**config.mk**
```make
export PLATFORM = sky130hd
export DESIGN_NAME = seg7_scan_ctrl
export DESIGN_NICKNAME = d
export VERILOG_FILES = /design/src/rtl/seg7_scan_ctrl.sv
export SDC_FILE = /design/constraint.sdc
export NUM_CORES = 1
export LEC_CHECK = 0
export ABC_CLOCK_PERIOD_IN_PS = 4400
export CAP_MARGIN = 20
export CELL_PAD_IN_SITES_DETAIL_PLACEMENT = 1
export CELL_PAD_IN_SITES_GLOBAL_PLACEMENT = 2
export CORE_MARGIN = 5
export CORE_UTILIZATION = 37
export DETAILED_ROUTE_END_ITERATION = 8
export PLACE_DENSITY_LB_ADDON = 0.1
export SETUP_SLACK_MARGIN = 0.1
export SYNTH_ARGS = -nofsm -noshare
export SYNTH_HDL_FRONTEND = slang
export SYNTH_SLANG_ARGS = --single-unit
```
**constraint.sdc**
```tcl
create_clock -name clk -period 4.4 [get_ports clk]
set_input_delay 0.88 -clock clk [delete_from_list [all_inputs] [get_ports clk]]
set_output_delay 0.88 -clock clk [all_outputs]
set_load 0.005 [all_outputs]
```
**src/rtl/seg7_scan_ctrl.sv**
```systemverilog
// seg7_scan_ctrl: multiplexed seven-segment display scanner.
// Scans NUM_DIGITS hex digits, one slot of SCAN_DIV clocks per digit, with
// per-digit decimal point and blanking, PWM brightness and a double-buffered
// (pending/display) register set that only changes at frame boundaries.
// Optional feature macro: SEG7_LZ_BLANK_EN (leading-zero suppression).
module seg7_scan_ctrl #(
    parameter int NUM_DIGITS = 8,
    parameter int SCAN_DIV   = 100000,
    parameter int BRIGHT_W   = 4,
    parameter int ACTIVE_LOW = 1
) (
    input  logic                    clk,
    input  logic                    reset,
    input  logic [4*NUM_DIGITS-1:0] data,
    input  logic [NUM_DIGITS-1:0]   dp_in,
    input  logic [NUM_DIGITS-1:0]   digit_en,
    input  logic                    load,
    input  logic [BRIGHT_W-1:0]     brightness,
    output logic [NUM_DIGITS-1:0]   anode,
    output logic [6:0]              cathode,
    output logic                    dp,
    output logic                    frame_done
);

    localparam int DIV_W = (SCAN_DIV > 1) ? $clog2(SCAN_DIV) : 1;
    localparam int IDX_W = (NUM_DIGITS > 1) ? $clog2(NUM_DIGITS) : 1;
    localparam logic [DIV_W-1:0] DIV_LAST = DIV_W'(SCAN_DIV - 1);
    localparam logic [IDX_W-1:0] IDX_LAST = IDX_W'(NUM_DIGITS - 1);
    // Level of every pin when it is not driving anything.
    localparam logic INACT = (ACTIVE_LOW != 0);

    // Hex glyph, active-high, bit0 = a ... bit6 = g.
    function automatic logic [6:0] seg_hi(input logic [3:0] nib);
        logic [6:0] s;
        case (nib)
            4'h0:    s = 7'h3F;
            4'h1:    s = 7'h06;
            4'h2:    s = 7'h5B;
            4'h3:    s = 7'h4F;
            4'h4:    s = 7'h66;
            4'h5:    s = 7'h6D;
            4'h6:    s = 7'h7D;
            4'h7:    s = 7'h07;
            4'h8:    s = 7'h7F;
            4'h9:    s = 7'h6F;
            4'hA:    s = 7'h77;
            4'hB:    s = 7'h7C;
            4'hC:    s = 7'h39;
            4'hD:    s = 7'h5E;
            4'hE:    s = 7'h79;
            default: s = 7'h71;
        endcase
        return s;
    endfunction

`ifdef SEG7_LZ_BLANK_EN
    // Clears enables of digits above the most-significant enabled non-zero
    // nibble; digit 0 always keeps its own enable.
    function automatic logic [NUM_DIGITS-1:0] lz_mask(
        input logic [4*NUM_DIGITS-1:0] d,
        input logic [NUM_DIGITS-1:0]   en
    );
        logic [NUM_DIGITS-1:0] m;
        logic                  seen;
        m    = en;
        seen = 1'b0;
        for (int i = NUM_DIGITS - 1; i >= 1; i--) begin
            if (en[i] && (d[4*i +: 4] != 4'h0)) seen = 1'b1;
            if (!seen) m[i] = 1'b0;
        end
        return m;
    endfunction
`endif

    // Scan timing state
    logic [DIV_W-1:0]    div_cnt;
    logic [IDX_W-1:0]    scan_idx;
    logic [BRIGHT_W-1:0] pwm_cnt;
    logic                slot_end;
    logic                frame_tick;

    // Register sets
    logic [4*NUM_DIGITS-1:0] pend_data;
    logic [NUM_DIGITS-1:0]   pend_dp;
    logic [NUM_DIGITS-1:0]   pend_en;
    logic [4*NUM_DIGITS-1:0] disp_data;
    logic [NUM_DIGITS-1:0]   disp_dp;
    logic [NUM_DIGITS-1:0]   disp_en;

    // Values the display set takes at a frame boundary
    logic [4*NUM_DIGITS-1:0] src_data;
    logic [NUM_DIGITS-1:0]   src_dp;
    logic [NUM_DIGITS-1:0]   src_en;
    logic [NUM_DIGITS-1:0]   src_en_eff;

    // Current-slot selection and pin next-state
    logic [3:0]            sel_nib;
    logic                  sel_dp;
    logic                  sel_en;
    logic [NUM_DIGITS-1:0] slot_hit;
    logic                  pwm_on;
    logic                  lit;
    logic [NUM_DIGITS-1:0] anode_nxt;
    logic [6:0]            cathode_nxt;
    logic                  dp_nxt;

    // Registered pins
    logic [NUM_DIGITS-1:0] anode_p1;
    logic [6:0]            cathode_p1;
    logic                  dp_p1;
    logic                  frame_done_p1;

    assign slot_end   = (div_cnt == DIV_LAST);
    assign frame_tick = slot_end && (scan_idx == IDX_LAST);

    // Slot divider, digit index and free-running PWM phase counter.
    always_ff @(posedge clk) begin
        if (reset) begin
            div_cnt  <= '0;
            scan_idx <= '0;
            pwm_cnt  <= '0;
        end else begin
            pwm_cnt <= pwm_cnt + 1'b1;
            div_cnt <= slot_end ? '0 : div_cnt + 1'b1;
            if (slot_end) begin
                scan_idx <= (scan_idx == IDX_LAST) ? '0 : scan_idx + 1'b1;
            end
        end
    end

    // A load landing on the frame boundary bypasses pending straight into display.
    always_comb begin
        src_data = load ? data     : pend_data;
        src_dp   = load ? dp_in    : pend_dp;
        src_en   = load ? digit_en : pend_en;
`ifdef SEG7_LZ_BLANK_EN
        src_en_eff = lz_mask(src_data, src_en);
`else
        src_en_eff = src_en;
`endif
    end

    // Pending captures every load; display only changes on the frame boundary.
    always_ff @(posedge clk) begin
        if (reset) begin
            pend_data <= '0;
            pend_dp   <= '0;
            pend_en   <= '0;
            disp_data <= '0;
            disp_dp   <= '0;
            disp_en   <= '0;
        end else begin
            if (load) begin
                pend_data <= data;
                pend_dp   <= dp_in;
                pend_en   <= digit_en;
            end
            if (frame_tick) begin
                disp_data <= src_data;
                disp_dp   <= src_dp;
                disp_en   <= src_en_eff;
            end
        end
    end

    // Pick the nibble, dp and enable of the digit owning the current slot.
    always_comb begin
        sel_nib  = 4'h0;
        sel_dp   = 1'b0;
        sel_en   = 1'b0;
        slot_hit = '0;
        for (int i = 0; i < NUM_DIGITS; i++) begin
            if (scan_idx == IDX_W'(i)) begin
                sel_nib     = disp_data[4*i +: 4];
                sel_dp      = disp_dp[i];
                sel_en      = disp_en[i];
                slot_hit[i] = 1'b1;
            end
        end
    end

    assign pwm_on = (pwm_cnt <= brightness);
    assign lit    = sel_en && pwm_on;

    // Build active-high pin values, then fold in the board polarity.
    always_comb begin
        anode_nxt   = (lit ? slot_hit : '0) ^ {NUM_DIGITS{INACT}};
        cathode_nxt = (lit ? seg_hi(sel_nib) : 7'h00) ^ {7{INACT}};
        dp_nxt      = (lit & sel_dp) ^ INACT;
    end

    // Output registers: pins lag the scan state by one clock.
    always_ff @(posedge clk) begin
        if (reset) begin
            anode_p1      <= {NUM_DIGITS{INACT}};
            cathode_p1    <= {7{INACT}};
            dp_p1         <= INACT;
            frame_done_p1 <= 1'b0;
        end else begin
            anode_p1      <= anode_nxt;
            cathode_p1    <= cathode_nxt;
            dp_p1         <= dp_nxt;
            frame_done_p1 <= frame_tick;
        end
    end

    assign anode      = anode_p1;
    assign cathode    = cathode_p1;
    assign dp         = dp_p1;
    assign frame_done = frame_done_p1;

endmodule

```
==> impl_metrics.yaml, run 1 <==
outcome:
  status: "finished clean"
floorplanning:
  rows: 45
  die_h_um: 134
  start_util: 0.374
  fp.dieArea_mm2: 0.0178
  die_w_um: 134
  coreArea_mm2: 0.0151
  pin_count: 72
place:
  dp_hpwl_um: 9720
  place_area_mm2: 0.00643
  gp_routability_congestion: 0.872
  port_buffers: 71
timing:
  worst_pin_slew_ps: 799
  whs_ps: 460
  maxSlewViolCount: 0
  skew_ps: 6.46
  hold_viol_final: 0
  setup_viol: 0
  tns_ps: 0
  final.period_utilization: 0.807
  slew_headroom: 0.467
  rsz0062_at_grt: "false"
  fmax_mhz: 282
  period_needed_ps: 3550
cts:
  h-tree-depth: 4
  cts_sinks: 137
  post_cts_buffers: 0
  cts_resized: 0
  clockBufferDepth: 2
  cts_made_buffers: 17
  path_clk_slew_ps: 60
  cts_hold_buf: 0
  insertion_delay_ps: 410
  root_buffer: "clkbuf_16"
  cts_tree: "done"
synth:
  synthFlopType: "dfxtp_1"
  yosys_warnings: 0
  synth_area_mm2: 0.00565
  syn_avg_cell_area_um2: 9.68
  synth-seq-cells: 137
  async_reset_ff_frac: 0
  synth_nets: 656
  synth-edff-count: 0
  synth_cell_type_count: 49
  ys_seq_area_frac: 0.486
  syn_inst: 583
setup_path:
  worst_ep_arrival_time_ps: 3850
  cp.required_ps: 4700
  critPathLaunchType: "flop"
  crit_path_end_kind: "flop"
  worstSetupPathType: "flop to flop"
  crit_fanout: 20
cells_and_area:
  antenna_cells: 0
  multi_input_area_mm2: 0.00260
  seq_area_mm2: 0.00274
  fill_cells: 1675
  areaGrowthSynthToFinish_pct: 25.6
  final_layout_size_suffix_gt1_frac: 0.0919
  post-route-util: 0.470
  nets: 713
  final_area_mm2: 0.00709
global_routing:
  gr-total-overflow: 0
  antenna_found_initial: 0
  track_usage: 0.160
  grt_pass1_vias: 4459
  grt_max_degree: 40
  grt_pass1_wl_um: 22800
job:
  maxCapViolations: 0
power_and_ir_drop:
  p_per_area_mw_per_mm2: 422
  max-vdd-ir-drop_uv: 227
  p_leak_nw: 2.86
detailed_routing:
  drt_first_pass_iters: 4
  via_count: 4243
  drc: 0
  routed_wirelength_um: 13600
  drtAntennaViolNets: 0
  viasPerCell: 5.05
  drt_iter0_drc: 151
  drt-wirelength-per-cell_um: 16.2
hold_path:
  hp-class: "flop to flop"
[flip-flops by register name, summed over array words and instances, names as in the netlist, 7 cells and up]
register and count:
disp_data 32, pend_data 32, div_cnt 17, anode 8, disp_dp 8, disp_en 8, pend_dp 8, pend_en 8
cathode 7
[power breakdown]
part / total [W] / internal, W / switching, W
registers: 0.00128 / 0.00127 / 0.0000110
logic: 0.000153 / 0.0000802 / 0.0000727
clock network: 0.00155 / 0.00103 / 0.000520
[worst max-delay path: stages, from the launching register on]
cell      delay [ps]
dfxtp_1          780
inv_1            280
ha_1             450
nor2_4           180
o21ai_0          110
o211ai_1         190
a221oi_1         130
a21oi_1          440
inv_1            190
ha_1             350
mux2i_1          140
mux2_2           160
nand2_1           40
[cells in the final DEF (no fill, tap or decap), types with 18 or more instances in the layout]
cell type,instances
clkdlybuf4s50_1,69
dfxtp_1,137
mux2i_1,53
inv_1,19
nor2_1,104
o22a_1,22
nand2_1,30
a211oi_1,19
ha_1,18
[metal layers]
metal,vias up,wire length [um],track usage,share of wire
met5,-,0,0,0
met2,70,6390,0.260,0.47
met3,12,469,0.0412,0.035
li1,2144,-,-,-
met4,0,164,0.0583,0.012
met1,2017,6560,0.207,0.48
[cell usage after synthesis (4+ instances only)]
cell,instances,area [um^2]
nand2_1,30,113
o22a_1,22,193
nand3_1,14,70.1
a21oi_1,13,65.1
nand4_1,4,25.0
o21ai_0,17,85.1
nand2b_1,5,31.3
clkbuf_1,14,52.6
mux2i_1,53,531
buf_2,14,70.1
nor2_1,104,390
a221oi_1,4,35.0
a211oi_2,10,125
inv_1,19,71.3
a211oi_1,19,143
buf_4,9,67.6
o221ai_1,6,52.6
ha_1,18,225
nor2b_1,4,25.0
xnor2_1,6,52.6
nor3_1,5,25.0
xor2_1,12,105
dfxtp_1,137,2740
[path summary, 6_finish.rpt]
kind,from,to,slack (ps),depth (start not counted)
max,scan_idx[2],cathode[3],850,12
min,pwm_cnt[0],pwm_cnt[0],460,1
max reg2reg,scan_idx[2],cathode[3],850,12
min reg2reg,pwm_cnt[0],pwm_cnt[0],460,1
[kinds of logic (layout without fill, tap and decap cells)]
group	count (synthesis)	after routing	share of synthesized area
simple gates	184	184	0.145
flops	137	137	0.486
compound gates	108	108	0.148
buf+inv	62	132	0.0543
mux	56	56	0.100
fa+ha+maj	18	18	0.0399
xor+xnor	18	18	0.0279
[metrics by stage]
step                setup slack, ps  total power, W  instances
finish                          848         0.00299        841
global placement               1110         0.00146        809
detailed placement              902         0.00147        809
global route                    562         0.00311        841
floorplan                      1900         0.00139        583
CTS                             885         0.00303        841
[area by class of cell]
type                            count  area share
Tap cell                          188      0.0332
Timing Repair Buffer               81       0.111
Inverter                           19      0.0101
Multi-Input combinational cell    384       0.366
Clock buffer                       20      0.0644
Sequential cell                   137       0.387
Clock inverter                     12      0.0277
Power figures use the tool's default switching activity.
==> run 2, diff against run 1 <==
- ABC_CLOCK_PERIOD_IN_PS: 4400 -> 3300
- CORE_UTILIZATION: 37 -> 35
- clock period: 4.4 -> 3.3 ns (I/O delays scaled with it)
==> run 2 against run 1 <==
Against the previous run: utilization is 1.8 points lower; hold slack better by 7.0 ps; via count is 1.0% higher; global-route usage is 0.36 points lower; wire length is 2.3% higher; largest cell class unchanged; highest routed layer unchanged.
==> impl_metrics.yaml, run 2 (synthesis results as in run 1) <==
outcome:
  status: "finished clean"
setup_path:
  critPathLaunchType: "flop"
  cp-startpoint: "scan_idx[0]"
  path_cells: "ha_1 > ha_1 > nor2_4 > o21ai_0 > o211ai_1 > a221oi_1 > a21oi_2 > ha_1 > or3_1 > o221ai_1 > nand2_1"
  worst_path_most_repeated_cell: "ha_1"
  worstSetupPathType: "flop to flop"
  crit_path_top_delay_cell: "a221oi_1"
  worstReg2RegEnd: "cathode[0]"
  worst_ep_arrival_time_ps: 3230
  cpPeakStageDelay_ps: 480
  crit_path_end_kind: "flop"
  crit_fanout: 11
  r2r_start: "scan_idx[0]"
  r2r_slack_ps: 380
  cp.required_ps: 3600
  reg2reg_depth: 11
  crit_end: "cathode[0]"
timing:
  maxSlewViolCount: 0
  timing.final.ws_setup_ps: 376
  slew_headroom: 0.312
  setup_viol: 0
  final.period_utilization: 0.886
  skew_ps: 9.64
  hold_viol_final: 0
  rsz0062_at_grt: "false"
  tns_ps: 0
  period_needed_ps: 2920
  worst_pin_slew_ps: 1030
  fmax_mhz: 342
cts:
  cts_resized: 0
  cts_made_buffers: 17
  cts_sinks: 137
  path_clk_slew_ps: 60
  post_cts_buffers: 0
  clockBufferDepth: 2
  h-tree-depth: 4
  cts_tree: "done"
  cts_hold_buf: 0
  insertion_delay_ps: 420
  root_buffer: "clkbuf_16"
floorplanning:
  die_w_um: 137
  start_util: 0.357
  pin_count: 72
  fp.dieArea_mm2: 0.0188
  rows: 46
  coreArea_mm2: 0.0158
  die_h_um: 137
cells_and_area:
  nets: 719
  fill_cells: 1774
  antenna_cells: 0
  layout_common_cells: "137 x dfxtp_1, 104 x nor2_1, 69 x clkdlybuf4s50_1, 53 x mux2i_1, 30 x nand2_1"
  seq_area_mm2: 0.00274
  final_layout_size_suffix_gt1_frac: 0.0986
  final_area_mm2: 0.00714
  reg_top3: "disp_data (32), pend_data (32), div_cnt (17)"
  multi_input_area_mm2: 0.00260
  areaGrowthSynthToFinish_pct: 26.5
  mostFrequentLayoutCell: "dfxtp_1"
  fin_cells: 875
detailed_routing:
  routed_wirelength_um: 13900
  drt_first_pass_iters: 4
  drt-wirelength-per-cell_um: 15.9
  viasPerCell: 4.90
  drc: 0
  drt_iter0_drc: 163
  drtAntennaViolNets: 0
  via_count: 4286
power_and_ir_drop:
  switching_share: 0.204
  p_leak_nw: 2.88
  max-vdd-ir-drop_uv: 313
  seq_power_share: 0.443
  share_comb_of_total_power: 0.053
  intPower_w: 0.00307
  power_frac_clock: 0.504
  p_sw_w: 0.000788
  p_per_area_mw_per_mm2: 540
place:
  port_buffers: 71
  dp_hpwl_um: 9960
  preCtsSetupSlack_ps: 299
  gp_routability_congestion: 0.827
  post-place-cells: 843
  place_area_mm2: 0.00653
hold_path:
  hp-class: "flop to flop"
  hp-start: "pwm_cnt[0]"
job:
  maxCapViolations: 0
global_routing:
  track_usage: 0.157
  grt_pass1_wl_um: 23100
  grt_pass1_vias: 4506
  grt_max_degree: 50
  antenna_found_initial: 0
  gr-total-overflow: 0
## run 2: worst max-delay path, delay by kind of cell, from the launching register on
family | cells | cell delay, ps
compound gates | 5 | 930
fa+ha+maj | 3 | 950
flops | 1 | 410
simple gates | 3 | 510
## run 2: area by class of cell
class | instances | area share
Clock inverter | 7 | 0.0159
Tap cell | 216 | 0.0378
Inverter | 19 | 0.00998
Clock buffer | 25 | 0.0694
Timing Repair Buffer | 87 | 0.118
Multi-Input combinational cell | 384 | 0.365
Sequential cell | 137 | 0.384
## run 2: how the worst min path moves through the flow
stage	cells after the start	slack, ps	to
after global placement	1	440	div_cnt[0]
after CTS	1	470	pwm_cnt[0]
final	1	470	pwm_cnt[0]
after floorplan	1	410	anode[7]
after detailed placement	1	460	pwm_cnt[0]
after global routing	1	500	disp_data[3]
## run 2: power by group through the flow
stage / registers (W) / logic, W / clock network, W
detailed placement: 0.00175 / 0.000209 / 0
global route: 0.00171 / 0.000229 / 0.00206
CTS: 0.00171 / 0.000210 / 0.00199
global placement: 0.00174 / 0.000204 / 0
floorplan: 0.00174 / 0.000114 / 0
finish: 0.00171 / 0.000205 / 0.00194
## run 2: stage by stage
step	hold WS (ps)	total power, W	util
3_3_place_gp	442	0.00195	0.412
3_5_place_dp	456	0.00196	0.412
6_report	467	0.00386	0.451
2_1_floorplan	408	0.00186	-
4_1_cts	470	0.00391	0.451
5_1_grt	504	0.00400	0.451
## run 2: layer usage
metal / global-route usage / up-vias / routed length, um / part of all wire
met4: 0.0576 / 0 / 210 / 0.015
li1: - / 2157 / - / -
met5: 0 / - / 0 / 0
met3: 0.0371 / 19 / 588 / 0.042
met2: 0.249 / 72 / 6440 / 0.46
met1: 0.206 / 2038 / 6660 / 0.48
==> patch 1, RTL diff (settings of run 2) <==
`BRIGHT_W`: 4 -> 3.
--- a/src/rtl/seg7_scan_ctrl.sv
+++ b/src/rtl/seg7_scan_ctrl.sv
@@ -6,7 +6,7 @@
 module seg7_scan_ctrl #(
     parameter int NUM_DIGITS = 8,
     parameter int SCAN_DIV   = 100000,
-    parameter int BRIGHT_W   = 4,
+    parameter int BRIGHT_W   = 3,
     parameter int ACTIVE_LOW = 1
 ) (
     input  logic                    clk,
Interface: changed (resized brightness); port bits go from 72 to 71. The function was not compared with the original's and may differ.
==> patch 1 against run 2 <==
Sequential cell count fell by 1; global-route usage rose by 0.15 points; non-clock buffer count fell by 3; sequential share of layout area fell by 0.19 points; final area fell by 0.25%; routed wire length fell by 1.1%; worst setup slack improved by 0.023 ns; critical path depth rose by 1; hold slack got worse by 0.016 ns; clock skew fell by 0.0018 ns; power fell by 1.1%; cell count fell by 0.69%; area after synthesis rose by 0.16%.
==> patch 1: results (changes against run 2) <==
| Metric | Value |
|---|---|
| Outcome | `finished clean (unchanged)` |
| Switching share of total power | `21.39% (was 20.43%)` |
| Synth cell types | `58 (was 49)` |
| M1 wire length | `6.618 mm (was 6.658 mm)` |
| Share of layout cells above drive strength 1 | `11.33% (was 9.863%)` |
| Vias in the first global route | `4576 (was 4506)` |
| Multi-input gate area | `2648 sq um (was 2604 sq um)` |
| Met3 Use GR | `3.419% (was 3.713%)` |
| Sequential area share after synthesis | `48.15% (was 48.58%)` |
| Fill cell count | `1790 (was 1774)` |
| Reg-to-reg slack, setup | `0.40 ns (was 0.38 ns)` |
| Clock-cell share of area | `8.586% (was 8.530%)` |
| Final Net Count | `711 (was 719)` |
| I/O Buffers | `70 (was 71)` |
| First-pass GRT wire length | `23.01 mm (was 23.09 mm)` |
| Reg area | `2723 sq um (was 2743 sq um)` |
| Non-clock buffer share of cell area | `11.17% (was 11.84%)` |
| CTS sink cnt | `136 (was 137)` |
| WL met2 | `6.379 mm (was 6.438 mm)` |
| Peak fanout along the critical path | `7 (was 11)` |
| Inverters | `20 (was 19)` |
| Bufs w/o clock | `84 (was 87)` |
| Synthesized area per cell | `9.816 sq um (was 9.683 sq um)` |
| Maximum vdd drop | `310.0 uV (was 313.4 uV)` |
| Vias/cell | `4.931 (was 4.898)` |
| Initial DRC count | `162 (was 163)` |
| Drt wl/cell | `15.82 microns (was 15.88 microns)` |
| Most instantiated cells after synthesis | `dfxtp_1, nor2_1, mux2i_1, nand2_1, o22a_1 (unchanged)` |
| DP Area | `6506 sq um (was 6528 sq um)` |
| Global Route Usage Sum | `15.80% (was 15.65%)` |
| Slew @ Worst Pin | `0.9570 ns (was 1.032 ns)` |
| CP max-delay cell | `a21oi_1 (was a221oi_1)` |
| Dpl cells | `837 (was 843)` |
| R2r endpoint | `cathode[3] (was cathode[0])` |
| HPWL Detailed | `10.15 mm (was 9.964 mm)` |
| Max incr delay on CP | `0.42 ns (was 0.48 ns)` |
patch 1: cell types whose count changed after synthesis, moves of 4 or more:
cell / before / now
nor3_1: 5 / 1
nand3_2: 0 / 4
o21ai_0: 17 / 10
buf_4: 9 / 3
patch 1: how the worst min path moves through the flow:
stage                          start         end  slack [ns]  cells after the start
after global placement    pwm_cnt[0]  pwm_cnt[0]        0.43                      1
after CTS                 pwm_cnt[0]  pwm_cnt[0]        0.45                      1
after floorplan           pwm_cnt[0]  pwm_cnt[0]        0.42                      1
final                     pwm_cnt[0]  pwm_cnt[0]        0.45                      1
after detailed placement  pwm_cnt[0]  pwm_cnt[0]        0.45                      1
after global routing      pwm_cnt[0]  pwm_cnt[0]        0.47                      1
patch 1: logic make-up after synthesis:
family | synth area share, %
AOI/OAI and AO/OA | 15.16
xor gates and xnor gates | 2.633
adders and majority gates | 3.762
buffers and inverters | 5.156
DFF | 48.15
muxes | 9.936
and+or+nand+nor | 15.20
patch 1: power by group through the flow:
stage               combinational [uW]  sequential, uW  clock (uW)
floorplan                          114            1730           0
global placement                   203            1730           0
detailed placement                 211            1730           0
CTS                                212            1700        1980
global route                       231            1700        2060
finish                             206            1700        1910
patch 1: per-stage QoR:
stage               utilization (%)  setup WS [ns]
floorplan                         -         0.8265
global placement              40.96         0.5199
detailed placement            40.96         0.3031
CTS                           44.81         0.2758
global route                  44.86         0.1644
finish                        44.86         0.3992
patch 1: repair_timing:
action                                  4_1_cts  5_1_grt
hold buffers                                  0        0
gates resized for setup                       0        1
endpoints found under the setup margin        0        3
buffers inserted                              0        0
patch 1: worst max-delay path, delay by kind of cell (launching register included):
family	cells	cell delay, ns
fa+ha+maj	3	0.89
compound gates	4	0.83
flops	1	0.35
mux	2	0.33
simple gates	2	0.21
buf+inv	1	0.19
==> patch 2, RTL diff (config.mk and constraints of run 2) <==
Made on the original files. Register the output `frame_done` once more, without a reset; this adds one clock of latency there. The other outputs are not delayed to match.
--- a/src/rtl/seg7_scan_ctrl.sv
+++ b/src/rtl/seg7_scan_ctrl.sv
@@ -207,7 +207,9 @@
     assign anode      = anode_p1;
     assign cathode    = cathode_p1;
     assign dp         = dp_p1;
-    assign frame_done = frame_done_p1;
+    always_ff @(posedge clk) begin
+        frame_done <= frame_done_p1;
+    end
 
 endmodule
 
Formal check against the unedited RTL: no difference found for any inputs over 10 cycles, from zero or initial values and one cycle with reset high; that may be too few to reach the edited logic, so the function may still have changed.
==> patch 2 against run 2 <==
Sequential cell count is 1 higher; final area did not move; worst setup slack improved by 0.00067 ns; clock skew barely moved; routed wire length up 0.63%; critical endpoint is now cathode[5]; area after synthesis increased by 0.35%; critical path type unchanged; power grew 1.2%.
==> patch 2: results (changes against run 2) <==
| Metric | Value |
|---|---|
| Outcome | `finished clean (unchanged)` |
| Share of layout cells above drive strength 1 | `10.02% (was 9.863%)` |
| Clock-cell share of area | `8.635% (was 8.530%)` |
| Reg-to-reg slack, setup | `0.38 ns (about the same)` |
| Multi-input combinational area share | `36.42% (was 36.45%)` |
| Post-synth net total | `657 (was 656)` |
| First-pass GRT wire length | `22.96 mm (was 23.09 mm)` |
| Largest net degree at the start of global routing | `57 (was 50)` |
| Worst Hold Depth | `0 (was 1)` |
| Vias in the first global route | `4416 (was 4506)` |
| Clock buffer count | `19 (was 25)` |
| Reg area | `2763 sq um (was 2743 sq um)` |
| CP max-delay cell | `ha_1 (was a221oi_1)` |
| Met3 wire len | `531 microns (was 588 microns)` |
| Drt total wl | `13.98 mm (was 13.90 mm)` |
| Global Route Usage Sum | `15.70% (was 15.65%)` |
| Slew @ Worst Pin | `0.6292 ns (was 1.032 ns)` |
| Total Power | `3905 uW (was 3858 uW)` |
| Leak Pwr | `0.002874 uW (was 0.002881 uW)` |
| WL met2 | `6.320 mm (was 6.438 mm)` |
| Die Wd | `137.2 microns (was 137 microns)` |
| Initial DRC count | `194 (was 163)` |
| Layout Cell Area excl Fill | `7143 sq um (unchanged)` |
| R2r endpoint | `cathode[5] (was cathode[0])` |
| Min Tclk post-route | `2.923 ns (was 2.924 ns)` |
patch 2: changes by cell type in the layout (fill, tap and decap cells not counted):
cell and change:
ha_1 +1, clkinvlp_4 +4, dfxtp_1 +1, bufinv_16 +1, buf_4 +2, buf_12 -2, clkbuf_8 -3, ha_2 -1
clkbuf_1 -3
patch 2: cell families after synthesis:
logic type / after synthesis
adder cells (fa/ha/maj): 18
XOR/XNOR: 18
AND/OR/NAND/NOR: 184
multiplexers: 56
flip-flops: 138
AO/OA/AOI/OAI: 108
buffers and inverters: 62
patch 2: worst max path at each step:
stage,end,from
2_1_floorplan,cathode[5],scan_idx[1]
3_3_place_gp,dp,brightness[2]
3_5_place_dp,cathode[6],scan_idx[0]
4_1_cts,cathode[6],scan_idx[0]
5_1_grt,cathode[5],scan_idx[0]
6_report,cathode[5],scan_idx[0]
patch 2: layer usage:
metal  vias up  GRT usage [%]
met5         -              0
met1      2040          20.78
li1       2156              -
met3        15          3.908
met2        84          25.01
met4         0          5.377
